<file path="config.mk">
export PLATFORM = sky130hd
export DESIGN_NAME = alu_seq_unit
export DESIGN_NICKNAME = d
export VERILOG_FILES = /design/src/rtl/alu_seq_unit.sv
export SDC_FILE = /design/constraint.sdc
export NUM_CORES = 1
export LEC_CHECK = 0
export ABC_CLOCK_PERIOD_IN_PS = 5100
export CORE_UTILIZATION = 40
export DETAILED_ROUTE_END_ITERATION = 16
export PLACE_DENSITY = 0.58
export SYNTH_ARGS = -nofsm -noshare
export SYNTH_HDL_FRONTEND = slang
export SYNTH_SLANG_ARGS = --single-unit
export TNS_END_PERCENT = 30
</file>
<file path="constraint.sdc">
create_clock -name clk -period 5.1 [get_ports clk]
set_clock_uncertainty 0.05 [all_clocks]
set_input_delay 1.02 -clock clk [delete_from_list [all_inputs] [get_ports clk]]
set_output_delay 1.02 -clock clk [all_outputs]
set_load 0.02 [all_outputs]
</file>
<file path="src/rtl/alu_seq_unit.sv">
// ALU control and execution unit: decodes aluop/funct, runs single-cycle ops directly
// and shifts/multiply iteratively, returning a registered result with start/busy/done.
module alu_seq_unit #(
    parameter int WIDTH   = 32,
    parameter int SHAMT_W = 5
) (
    input  logic               clk,
    input  logic               reset,
    input  logic               start,
    input  logic [1:0]         aluop,
    input  logic [3:0]         funct,
    input  logic [WIDTH-1:0]   a,
    input  logic [WIDTH-1:0]   b,
    input  logic [SHAMT_W-1:0] shamt,
    output logic               busy,
    output logic               done,
    output logic [WIDTH-1:0]   result,
    output logic               zero,
    output logic               illegal
);

    typedef enum logic {S_IDLE = 1'b0, S_RUN = 1'b1} state_t;

    typedef enum logic [3:0] {
        OP_ADD = 4'd0, OP_SUB = 4'd1, OP_AND = 4'd2, OP_OR  = 4'd3, OP_SLT = 4'd4,
        OP_SLL = 4'd5, OP_SRL = 4'd6, OP_MUL = 4'd7, OP_NOR = 4'd8, OP_ILL = 4'd9
    } op_t;

    localparam logic [SHAMT_W:0] CNT_ONE  = {{SHAMT_W{1'b0}}, 1'b1};
    localparam logic [SHAMT_W:0] CNT_FULL = (SHAMT_W + 1)'(WIDTH);

    function automatic op_t decode_op(input logic [1:0] op_sel, input logic [3:0] fn);
        op_t op;
        case (op_sel)
            2'b00: op = OP_ADD;
            2'b01: op = OP_SUB;
            2'b11: op = OP_NOR;
            2'b10: begin
                case (fn)
                    4'b0000: op = OP_ADD;
                    4'b0010: op = OP_SUB;
                    4'b0100: op = OP_AND;
                    4'b0101: op = OP_OR;
                    4'b1010: op = OP_SLT;
                    4'b0011: op = OP_SLL;
                    4'b0111: op = OP_SRL;
                    4'b1000: op = OP_MUL;
                    default: op = OP_ILL;
                endcase
            end
            default: op = OP_ILL;
        endcase
        return op;
    endfunction

    // Shifts reaching this function have a zero shift amount, so they pass b through.
    function automatic logic [WIDTH-1:0] single_result(input op_t op,
                                                       input logic [WIDTH-1:0] x,
                                                       input logic [WIDTH-1:0] y);
        logic [WIDTH-1:0] r;
        case (op)
            OP_ADD:         r = x + y;
            OP_SUB:         r = x - y;
            OP_AND:         r = x & y;
            OP_OR:          r = x | y;
            OP_NOR:         r = ~(x | y);
            OP_SLT:         r = {{(WIDTH-1){1'b0}}, ($signed(x) < $signed(y))};
            OP_SLL, OP_SRL: r = y;
            default:        r = '0;
        endcase
        return r;
    endfunction

    state_t             state_q, state_d;
    op_t                op_q, op_d;
    logic [WIDTH-1:0]   a_q, a_d;
    logic [WIDTH-1:0]   b_q, b_d;
    logic [WIDTH-1:0]   acc_q, acc_d;
    logic [SHAMT_W:0]   cnt_q, cnt_d;
    logic [WIDTH-1:0]   result_q, result_d;
    logic               zero_q, zero_d;
    logic               illegal_q, illegal_d;
    logic               done_q, done_d;
    logic               wr_en_s;
    logic [WIDTH-1:0]   wr_val_s;
    logic               wr_ill_s;

    // Next-state, datapath step and result write-back selection
    always_comb begin
        state_d   = state_q;
        op_d      = op_q;
        a_d       = a_q;
        b_d       = b_q;
        acc_d     = acc_q;
        cnt_d     = cnt_q;
        result_d  = result_q;
        zero_d    = zero_q;
        illegal_d = illegal_q;
        done_d    = 1'b0;
        wr_en_s   = 1'b0;
        wr_val_s  = '0;
        wr_ill_s  = 1'b0;

        case (state_q)
            S_IDLE: begin
                if (start) begin
                    op_d  = decode_op(aluop, funct);
                    a_d   = a;
                    b_d   = b;
                    acc_d = '0;
                    if (((op_d == OP_SLL) || (op_d == OP_SRL)) && (shamt != '0)) begin
                        cnt_d   = {1'b0, shamt};
                        state_d = S_RUN;
                    end else if (op_d == OP_MUL) begin
                        cnt_d   = CNT_FULL;
                        state_d = S_RUN;
                    end else begin
                        wr_en_s  = 1'b1;
                        wr_val_s = single_result(op_d, a, b);
                        wr_ill_s = (op_d == OP_ILL);
                    end
                end else begin
                    state_d = S_IDLE;
                end
            end
            S_RUN: begin
                cnt_d = cnt_q - CNT_ONE;
                case (op_q)
                    OP_SLL: begin
                        b_d      = {b_q[WIDTH-2:0], 1'b0};
                        wr_val_s = b_d;
                    end
                    OP_SRL: begin
                        b_d      = {1'b0, b_q[WIDTH-1:1]};
                        wr_val_s = b_d;
                    end
                    OP_MUL: begin
                        acc_d    = b_q[0] ? (acc_q + a_q) : acc_q;
                        a_d      = {a_q[WIDTH-2:0], 1'b0};
                        b_d      = {1'b0, b_q[WIDTH-1:1]};
                        wr_val_s = acc_d;
                    end
                    default: begin
                        wr_val_s = '0;
                    end
                endcase
                if (cnt_q == CNT_ONE) begin
                    wr_en_s = 1'b1;
                    state_d = S_IDLE;
                end else begin
                    wr_en_s = 1'b0;
                end
            end
            default: begin
                state_d = S_IDLE;
            end
        endcase

        if (wr_en_s) begin
            result_d  = wr_val_s;
            zero_d    = (wr_val_s == '0);
            illegal_d = wr_ill_s;
            done_d    = 1'b1;
        end else begin
            done_d = 1'b0;
        end
    end

    // State and datapath registers with synchronous reset
    always_ff @(posedge clk) begin
        if (reset) begin
            state_q   <= S_IDLE;
            op_q      <= OP_ADD;
            a_q       <= '0;
            b_q       <= '0;
            acc_q     <= '0;
            cnt_q     <= '0;
            result_q  <= '0;
            zero_q    <= 1'b1;
            illegal_q <= 1'b0;
            done_q    <= 1'b0;
        end else begin
            state_q   <= state_d;
            op_q      <= op_d;
            a_q       <= a_d;
            b_q       <= b_d;
            acc_q     <= acc_d;
            cnt_q     <= cnt_d;
            result_q  <= result_d;
            zero_q    <= zero_d;
            illegal_q <= illegal_d;
            done_q    <= done_d;
        end
    end

    assign busy    = (state_q == S_RUN);
    assign done    = done_q;
    assign result  = result_q;
    assign zero    = zero_q;
    assign illegal = illegal_q;

endmodule

</file>
==> flow_metrics.py <==
metrics = {
    "run_status": {
        "status": "completed",
    },
    "yosys": {
        "syn_avg_cell_area_sq_um": 7.476,
        "syn_area_sq_um": 14690,
        "ys_ff_latch": 142,
        "synth_edf_count": 0,
        "synth_fp_nets": 2197,
        "ys_seq_area_frac": 0.1935,
        "synthArstFlopShare": 0,
        "synthCells": 1965,
        "yosys_most_used_dff": "dfxtp_1",
        "ys_warn_count": 0,
        "synthDistinctLibCells": 102,
    },
    "timing": {
        "post-route-min-period_ns": 5.044,
        "setup-violations-final": 0,
        "rsz0062_at_grt": "false",
        "fin_crit_sh": 0.9891,
        "setup-tns-final_ns": 0,
        "fmaxAchievable_mhz": 198.2,
        "relSlewSlack": 0.2510,
        "hold_violations": 0,
        "worst_pin_slew_ns": 1.121,
        "slew_violations": 0,
        "setup_ws_ns": 0.05573,
    },
    "clock_network": {
        "clock_path_buffers": 2,
        "clk_latency_ns": 0.44,
        "h-tree-depth": 4,
        "cts_tree": "built",
        "clock_sinks": 142,
        "clock-root-buffer": "clkbuf_16",
        "cts_made_buffers": 17,
        "path_clk_slew_ns": 0.06,
    },
    "global_route": {
        "grt_max_degree": 64,
        "first_global_vias": 15585,
        "grtUsageTotal": 0.3359,
        "antenna_found_initial": 0,
        "grt_pass1_wl_mm": 96.46,
        "grt-ovfl-total": 0,
    },
    "detailed_routing": {
        "drt_iter0_drc": 1851,
        "drt_wl_total_mm": 64.30,
        "vias": 16583,
        "wl_per_cell_um": 24.27,
        "drt_pass1_iterations": 8,
        "antenna_left": 0,
        "drc": 0,
        "avgViaCountPerCell": 6.260,
    },
    "power": {
        "leakagePower_nw": 7.471,
        "peakVddDrop_mv": 0.2128,
        "pwr_density_cell_nw_per_um2": 221.2,
    },
    "placement": {
        "dp_hpwl_mm": 51.88,
        "io_buffers": 113,
        "dp_slack_ns": -0.1754,
        "place.gp.congestion": 0.9712,
    },
    "floorplan": {
        "coreArea_sq_um": 35830,
        "die-area_sq_um": 37500,
        "row_count": 69,
        "boundaryPins": 114,
        "die_h_um": 193.6,
        "start_util": 0.4100,
        "die_w_um": 193.6,
    },
    "job": {
        "drv_cap": 0,
    },
    "finish": {
        "nets": 2409,
        "area_growth_pct": 23.54,
        "antenna-diode-count": 0,
        "drive_gt1_frac": 0.1426,
    },
    "worst_hold_path": {
        "hp-class": "register to register",
    },
    "critical_path": {
        "cp-start-kind": "primary input",
        "worstSetupPathType": "primary input to register",
        "crit_required_ns": 5.41,
        "critPathCaptureType": "register",
        "crit_arrival_ns": 5.36,
        "crit_fanout": 5,
    },
}
==> worst max-delay path, stage by stage <==
cell             delay (ns)
clkdlybuf4s50_1        0.51
inv_1                  0.09
ha_1                   0.27
nand2b_1               0.19
a211oi_1               0.31
buf_4                  0.19
o21ai_1                0.12
buf_4                  0.21
a32o_1                 0.24
a211oi_1               0.56
nand4b_1               0.24
a21oi_1                0.17
a2bb2oi_1              0.35
o22ai_1                0.16
nor4bb_1               0.35
nand4_1                0.17
o31ai_2                0.24
==> repair_timing <==
item / CTS / global route
setup buffers: 0 / 0
endpoints found under the setup margin: 0 / 1
resized for setup: 0 / 1
hold buffers: 0 / 0
==> cell usage after synthesis, drive strengths merged, types with 13 or more instances <==
library cell,instances,share of area
a211oi,82,0.043
a21o,33,0.017
a21oi,172,0.060
a221oi,18,0.011
a222oi,15,0.010
a22o,21,0.013
a22oi,13,0.0066
a31oi,25,0.012
buf,33,0.012
clkbuf,93,0.024
dfxtp,142,0.19
ha,151,0.13
inv,107,0.027
mux2,25,0.019
mux2i,49,0.033
nand2,197,0.051
nand2b,22,0.0099
nand3,63,0.022
nand4,13,0.0055
nor2,169,0.043
nor2b,16,0.0070
nor3,39,0.014
nor4,16,0.0068
o211ai,28,0.014
o21a,13,0.0067
o21ai,130,0.045
o31ai,17,0.0090
xnor2,32,0.019
xor2,20,0.012
==> registers in the layout, summed over array words and instances, names as in the netlist <==
signal	flops
illegal	1
done	1
a_q	32
op_q	4
cnt_q	6
acc_q	32
busy	1
result	32
zero	1
b_q	32
==> area by class of cell <==
cell class              count  area, sq um
clock buffers              21        470.5
fillers                  3564        17680
multi-input cells        1590        10990
clock inverters             9        158.9
well taps                 461        576.8
flip-flops and latches    142         2846
inverters                 107        401.6
repair buffers            319         2700
==> cell usage in the layout, fill, tap and decap left out, types with 13 or more instances in the layout <==
| cell type | netlist | layout |
|---|---|---|
| nand2b_1 | 21 | 20 |
| buf_4 | 4 | 205 |
| nor2_1 | 169 | 168 |
| a21oi_1 | 170 | 170 |
| o31ai_1 | 16 | 15 |
| xor2_1 | 20 | 20 |
| a22o_1 | 21 | 21 |
| inv_1 | 107 | 107 |
| mux2i_1 | 49 | 49 |
| dfxtp_1 | 142 | 141 |
| a21o_1 | 33 | 33 |
| clkbuf_16 | 0 | 17 |
| a211oi_1 | 80 | 80 |
| nand4_1 | 13 | 13 |
| a31oi_1 | 24 | 24 |
| clkdlybuf4s50_1 | 0 | 112 |
| a222oi_1 | 15 | 15 |
| xnor2_1 | 32 | 32 |
| ha_1 | 151 | 151 |
| a22oi_1 | 13 | 13 |
| a221oi_1 | 18 | 18 |
| o21ai_0 | 126 | 126 |
| nand3_1 | 62 | 62 |
| nand2_1 | 195 | 194 |
| nor4_1 | 16 | 16 |
| nor2b_1 | 15 | 15 |
| o211ai_1 | 28 | 28 |
| nor3_1 | 38 | 36 |
| mux2_2 | 25 | 25 |
==> through the flow <==
| step | hold slack (ns) | total power [mW] | utilization | cell area (sq um) | cells |
|---|---|---|---|---|---|
| 4_1_cts | 0.4078 | 3.974 | 0.5064 | 18140 | 2649 |
| 5_1_grt | 0.4335 | 4.148 | 0.5065 | 18150 | 2649 |
| 2_1_floorplan | 0.3950 | 1.988 | - | 14690 | 1965 |
| 3_5_place_dp | 0.3950 | 2.618 | 0.4888 | 17510 | 2619 |
| 3_3_place_gp | 0.3876 | 2.616 | 0.4888 | 17510 | 2619 |
| 6_report | 0.4057 | 4.014 | 0.5065 | 18150 | 2649 |
==> logic make-up (layout without fill, tap and decap cells) <==
kind of cell	count (synthesis)	after routing	share of synthesized area
compound gates	700	700	0.3289
simple gates	610	610	0.1985
buf+inv	233	456	0.06277
xor+xnor	52	52	0.03100
fa+ha+maj	154	154	0.1327
mux	74	74	0.05255
flops	142	142	0.1935
==> report_power, final <==
group	switching, mW	internal (mW)	leakage (nW)
sequential	0.0603	1.16	1.16
combinational	0.844	0.579	6.00
clock	0.514	0.854	0.306
==> path summary, 6_finish.rpt <==
kind         cells after the start  startpoint          to  slack [ns]
max                             17    funct[1]        zero        0.06
min                              2  result[23]  result[23]        0.41
max reg2reg                     13      a_q[4]        zero        1.00
min reg2reg                      2  result[23]  result[23]        0.41
==> per-layer routing <==
layer,share of wire,wire (um),track usage,vias up
li1,-,-,-,7737
met1,0.47,30140,0.4965,7958
met2,0.42,26830,0.4993,794
met3,0.090,5772,0.04836,94
met4,0.024,1561,0.09807,0
met5,0,0,0,-
Note: power is estimated with default switching activity, not from simulation.
